==> src/rtl/sr_seq_pkg.sv <==
// Shared types for the shift register sequencer.
// Holds the FSM state encoding and the default register width.
package sr_seq_pkg;

    localparam int NBITS_DEFAULT = 8;

    typedef enum logic [2:0] {
        IDLE,
        CLEAR,
        SHIFT,
        CHECK,
        DONE
    } state_t;

endpackage

==> src/rtl/rr_arbiter2.sv <==
// Two-way round-robin arbiter with a last-grant register.
// Ports: clk, reset (async, active-low), req[1:0], done, done_id -> gnt_id.
import sr_seq_pkg::*;

module rr_arbiter2 (
    input  logic       clk,
    input  logic       reset,
    input  logic [1:0] req,
    input  logic       done,
    input  logic       done_id,
    output logic       gnt_id
);

    logic r_last_grant;

    // On a tie the requester not served last wins.
    always_comb begin
        gnt_id = 1'b0;
        unique case (req)
            2'b01:   gnt_id = 1'b0;
            2'b10:   gnt_id = 1'b1;
            2'b11:   gnt_id = ~r_last_grant;
            default: gnt_id = 1'b0;
        endcase
    end

    // Reset value 1 lets requester 0 win the first tie.
    always_ff @(posedge clk or negedge reset) begin
        if (!reset)
            r_last_grant <= 1'b1;
        else if (done)
            r_last_grant <= done_id;
    end

endmodule

==> src/rtl/shift_reg_sequencer.sv <==
// Loads a granted byte into an external right-shift register, LSB first,
// reads it back and flags a mismatch. Ports: clk, reset (async, active-low),
// req/data0/data1 requester side, abort, sr_po in; sr_reset/sr_en/sr_ser
// to the register, ack/busy/result/err status out.
import sr_seq_pkg::*;

module shift_reg_sequencer #(
    parameter int NBITS = NBITS_DEFAULT
) (
    input  logic             clk,
    input  logic             reset,
    input  logic [1:0]       req,
    input  logic [NBITS-1:0] data0,
    input  logic [NBITS-1:0] data1,
    input  logic             abort,
    input  logic [NBITS-1:0] sr_po,
    output logic             sr_reset,
    output logic             sr_en,
    output logic             sr_ser,
    output logic [1:0]       ack,
    output logic             busy,
    output logic [NBITS-1:0] result,
    output logic             err
);

    localparam int CW = (NBITS > 1) ? $clog2(NBITS) : 1;

    state_t           r_state;
    state_t           w_next;
    logic [CW-1:0]    r_cnt;
    logic [NBITS-1:0] r_shadow;
    logic [NBITS-1:0] r_result;
    logic             r_err;
    logic             r_gnt;
    logic             w_gnt_id;
    logic             w_last;

    assign w_last = (r_cnt == CW'(NBITS - 1));
    assign result = r_result;
    assign err    = r_err;

    rr_arbiter2 u_arb (
        .clk     (clk),
        .reset   (reset),
        .req     (req),
        .done    (r_state == DONE),
        .done_id (r_gnt),
        .gnt_id  (w_gnt_id)
    );

    always_comb begin
        w_next   = r_state;
        sr_reset = 1'b0;
        sr_en    = 1'b0;
        sr_ser   = 1'b0;
        ack      = 2'b00;
        busy     = (r_state != IDLE);
        unique case (r_state)
            IDLE: begin
                if (|req)
                    w_next = CLEAR;
            end
            CLEAR: begin
                sr_reset = 1'b1;
                w_next   = abort ? IDLE : SHIFT;
            end
            SHIFT: begin
                sr_en  = 1'b1;
                sr_ser = r_shadow[r_cnt];
                if (abort)
                    w_next = IDLE;
                else if (w_last)
                    w_next = CHECK;
            end
            CHECK: begin
                w_next = abort ? IDLE : DONE;
            end
            DONE: begin
                ack    = r_gnt ? 2'b10 : 2'b01;
                w_next = IDLE;
            end
            default: w_next = IDLE;
        endcase
    end

    always_ff @(posedge clk or negedge reset) begin
        if (!reset) begin
            r_state  <= IDLE;
            r_cnt    <= '0;
            r_shadow <= '0;
            r_result <= '0;
            r_err    <= 1'b0;
            r_gnt    <= 1'b0;
        end else begin
            r_state <= w_next;
            if (r_state == IDLE && |req) begin
                r_gnt    <= w_gnt_id;
                r_shadow <= w_gnt_id ? data1 : data0;
            end
            // Counter holds at its top value; cleared on entry to SHIFT.
            if (r_state == CLEAR)
                r_cnt <= '0;
            else if (r_state == SHIFT && !w_last && !abort)
                r_cnt <= r_cnt + 1'b1;
            if (r_state == CHECK && !abort) begin
                r_result <= sr_po;
                r_err    <= (sr_po != r_shadow);
            end
        end
    end

endmodule

==> config.mk <==
export PLATFORM = sky130hd
export DESIGN_NAME = shift_reg_sequencer
export DESIGN_NICKNAME = d
export VERILOG_FILES = /design/src/rtl/sr_seq_pkg.sv /design/src/rtl/rr_arbiter2.sv /design/src/rtl/shift_reg_sequencer.sv
export SDC_FILE = /design/constraint.sdc
export NUM_CORES = 1
export LEC_CHECK = 0
export ABC_AREA = 1
export ABC_CLOCK_PERIOD_IN_PS = 3600
export BUFFER_PORTS_ARGS = -buffer_cell sky130_fd_sc_hd__buf_2
export CAP_MARGIN = 40
export CORE_ASPECT_RATIO = 1.75
export CORE_MARGIN = 3
export CORE_UTILIZATION = 45
export DETAILED_ROUTE_END_ITERATION = 6
export GPL_ROUTABILITY_DRIVEN = 0
export PLACE_DENSITY = 0.8
export SLEW_MARGIN = 10
export SYNTH_ARGS = -nofsm -noshare
export SYNTH_HDL_FRONTEND = slang
export SYNTH_SLANG_ARGS = --single-unit
==> constraint.sdc <==
create_clock -name clk -period 3.6 [get_ports clk]
set_clock_uncertainty 0.05 [all_clocks]
set_input_delay 0.72 -clock clk [delete_from_list [all_inputs] [get_ports clk]]
set_output_delay 0.72 -clock clk [all_outputs]
set_load 0.01 [all_outputs]
==> out/results.tsv <==
stage	metric	value	unit
placed_design	placedInstanceArea	1620	sq um
placed_design	place_inst	242	
synth	syn_area_per_cell	8.00	sq um
finish	area_growth	19.3	%
finish	final_common_cell	nand2_1	
timing	max_freq	472	MHz
setup_path	path_cells	a21oi_1, o21ai_0, nand3_1, nand2_1, nor2_1, buf_2	
floorplan	die_w	48.0	um
synth	synth_seq_cells	25	
finish	finish.utilization	0.567	
placed_design	io_buffers	43	
floorplan	core	2930	sq um
power	pwr_density_cell	715	nW/um^2
synth	synthesis.area	1390	sq um
clock_network	cts_root_buffer	clkbuf_8	
timing	setup_violations	0	
run	maxCapViolations	0	
setup_path	cp_slowest_stage_delay	0.48	ns
global_route	grt_overflow	0	
clock_network	clock-sinks	25	
finish	drive_gt1_frac	0.339	
setup_path	startpoint_type	flop	
power	ir_drop	0.331	mV
floorplan	io_pins	44	
drt	vias	1200	
synth	synth-seq-area-share	0.451	
global_route	antenna_found_initial	0	
clock_network	ctsResizeCount	0	
finish	fill_cells	275	
power	fin_total_pwr	1.19	mW
global_route	grt_max_degree	26	
setup_path	arrival	1.35	ns
clock_network	postCtsSetupBuffers	0	
setup_path	cp.required	2.83	ns
finish	diodes	0	
clock_network	hold_buffers	0	
global_route	use_met3	0.00677	
drt	initialDrtViolationCount	17	
timing	fin_crit_sh	0.588	
timing	fin_setup_tns	0	ns
global_route	grt_use_met1	0.203	
global_route	grt_first_pass_wirelength	4590	um
clock_network	clk_latency	0.26	ns
setup_path	crit_fanout	11	
global_route	grt_use_total	0.155	
timing	hold_viol_final	0	
setup_path	critical-path-top-delay-family	flip-flops	
outcome	status	completed	
floorplan	die-area	3820	sq um
floorplan	start_util	0.475	
timing	rsz0062_at_grt	false	
timing	worstMarginPinSlew	0.546	ns
drt	drt_pass1_iterations	4	
floorplan	rows	26	
clock_network	cts.clk_slew.worst_paths	0.08	ns
global_route	grt_use_met2	0.265	
finish	layout.nets	250	
synth	synth_cell_types	23	
setup_path	cp-end-kind	primary output	
finish	layout_common_cells	nand2_1 (47), buf_2 (43), dfrtp_1 (24), nor2_1 (20), inv_1 (17)	
timing	finalMaxSlewViolations	0	
synth	synthesis.nets	205	
setup_path	cp.buffers_inverters	1	
global_route	busiest_layer	met2	
finish	stdcell_area	1660	sq um
synth	synth_warnings	0	
power	power_leakage	0.892	nW
clock_network	cts_buffers	3	
synth	netlist_instances	174	
drt	route.detailed.drc	0	
drt	totalWireLength	2680	um
finish	instances_no_fill	246	
setup_path	cpMaxStageDelayCell	dfrtp_1	
placed_design	dp_hpwl	2220	um
floorplan	chipHeight	79.6	um
clock_network	cts_max_level	1	
timing	period_needed	2.12	ns
drt	routed_via_density	4.88	
min_path	min_path_type	in -> async	
timing	max_slew_margin	0.636	
drt	wire_per_inst	10.9	um
setup_path	path_class	reg -> out	
clock_network	clockBufferDepth	2	
drt	ant_nets	0	
global_route	first_global_vias	1117	
clock_network	cts_tree	done	
-- final cells by class --
class / instances / area [sq um] / area share
flip-flops and latches: 25 / 627 / 0.378
clock buffers: 4 / 45.0 / 0.0271
multi-input cells: 124 / 656 / 0.395
inverters: 22 / 82.6 / 0.0497
repair buffers: 43 / 215 / 0.130
well taps: 28 / 35.0 / 0.0211
-- cells by family (layout without fill, tap and decap cells) --
| family | after synthesis | after routing | share of synthesized area |
|---|---|---|---|
| buffers and inverters | 25 | 69 | 0.0782 |
| flip-flops | 25 | 25 | 0.451 |
| adder cells (fa/ha/maj) | 2 | 2 | 0.0180 |
| AO/OA/AOI/OAI | 35 | 35 | 0.179 |
| AND/OR/NAND/NOR | 85 | 85 | 0.262 |
| XOR/XNOR | 2 | 2 | 0.0126 |
-- flip-flops by register name (all words and copies together) (netlist names) --
| name | count |
|---|---|
| r_shadow | 8 |
| result | 8 |
| r_cnt | 3 |
| r_state | 3 |
| err | 1 |
| r_gnt | 1 |
| u_arb.r_last_grant | 1 |
-- worst register-to-register path: stages, from the launching register on --
cell and delay, ns:
dfrtp_1 0.48, ha_1 0.24, ha_1 0.17, nor2_1 0.08, nand2_1 0.15, nand3_1 0.10
o21ai_1 0.07
-- worst paths after layout --
check / startpoint / endpoint / slack [ns] / depth (start not counted)
max in group asynchronous: reset / u_arb.r_last_grant / 2.74 / 1
min in group clk: result[6] / result[6] / 0.42 / 2
worst min-delay path: reset / result[7] / 0.38 / 1
worst max register to register: r_cnt[0] / r_cnt[0] / 2.14 / 6
worst min register to register: result[6] / result[6] / 0.42 / 2
worst max-delay path: r_cnt[0] / sr_ser / 1.48 / 6
-- power by group --
part / switching (mW) / leakage [nW] / internal (mW)
logic: 0.306 / 0.560 / 0.232
registers: 0.0838 / 0.309 / 0.404
clock network: 0.0820 / 0.0228 / 0.0788
total: 0.472 / 0.892 / 0.715
-- routing by layer --
| metal | routed length [um] | share of wire | vias to the layer above |
|---|---|---|---|
| met4 | 32 | 0.012 | 0 |
| met2 | 1480 | 0.55 | 22 |
| met3 | 88 | 0.033 | 2 |
| li1 | - | - | 636 |
| met5 | 0 | 0 | - |
| met1 | 1080 | 0.40 | 540 |
-- synthesized netlist by cell type --
| cell type | number | area share |
|---|---|---|
| nand2_2 | 1 | 0.0045 |
| inv_2 | 5 | 0.013 |
| nor3_4 | 1 | 0.012 |
| or2_2 | 6 | 0.027 |
| a21oi_1 | 3 | 0.011 |
| o21ai_2 | 11 | 0.069 |
| xnor2_1 | 2 | 0.013 |
| buf_6 | 2 | 0.016 |
| o21ai_0 | 5 | 0.018 |
| ha_1 | 2 | 0.018 |
| dfstp_2 | 1 | 0.019 |
| o211ai_1 | 2 | 0.011 |
| nor2_2 | 1 | 0.0045 |
| o21a_1 | 2 | 0.011 |
| o21ai_1 | 10 | 0.036 |
| nand2_1 | 47 | 0.13 |
| or2_1 | 1 | 0.0045 |
| inv_1 | 17 | 0.046 |
| clkbuf_1 | 1 | 0.0027 |
| nand3_1 | 8 | 0.029 |
| a21oi_4 | 2 | 0.023 |
| nor2_1 | 20 | 0.054 |
| dfrtp_1 | 24 | 0.43 |
-- per-stage QoR --
| stage | worst slack [ns] | hold slack [ns] |
|---|---|---|
| floorplan | 1.80 | 0.374 |
| global placement | 1.79 | 0.399 |
| detailed placement | 1.76 | 0.404 |
| CTS | 1.46 | 0.403 |
| global route | 1.30 | 0.431 |
| finish | 1.48 | 0.385 |
Power figures use the tool's default switching activity.
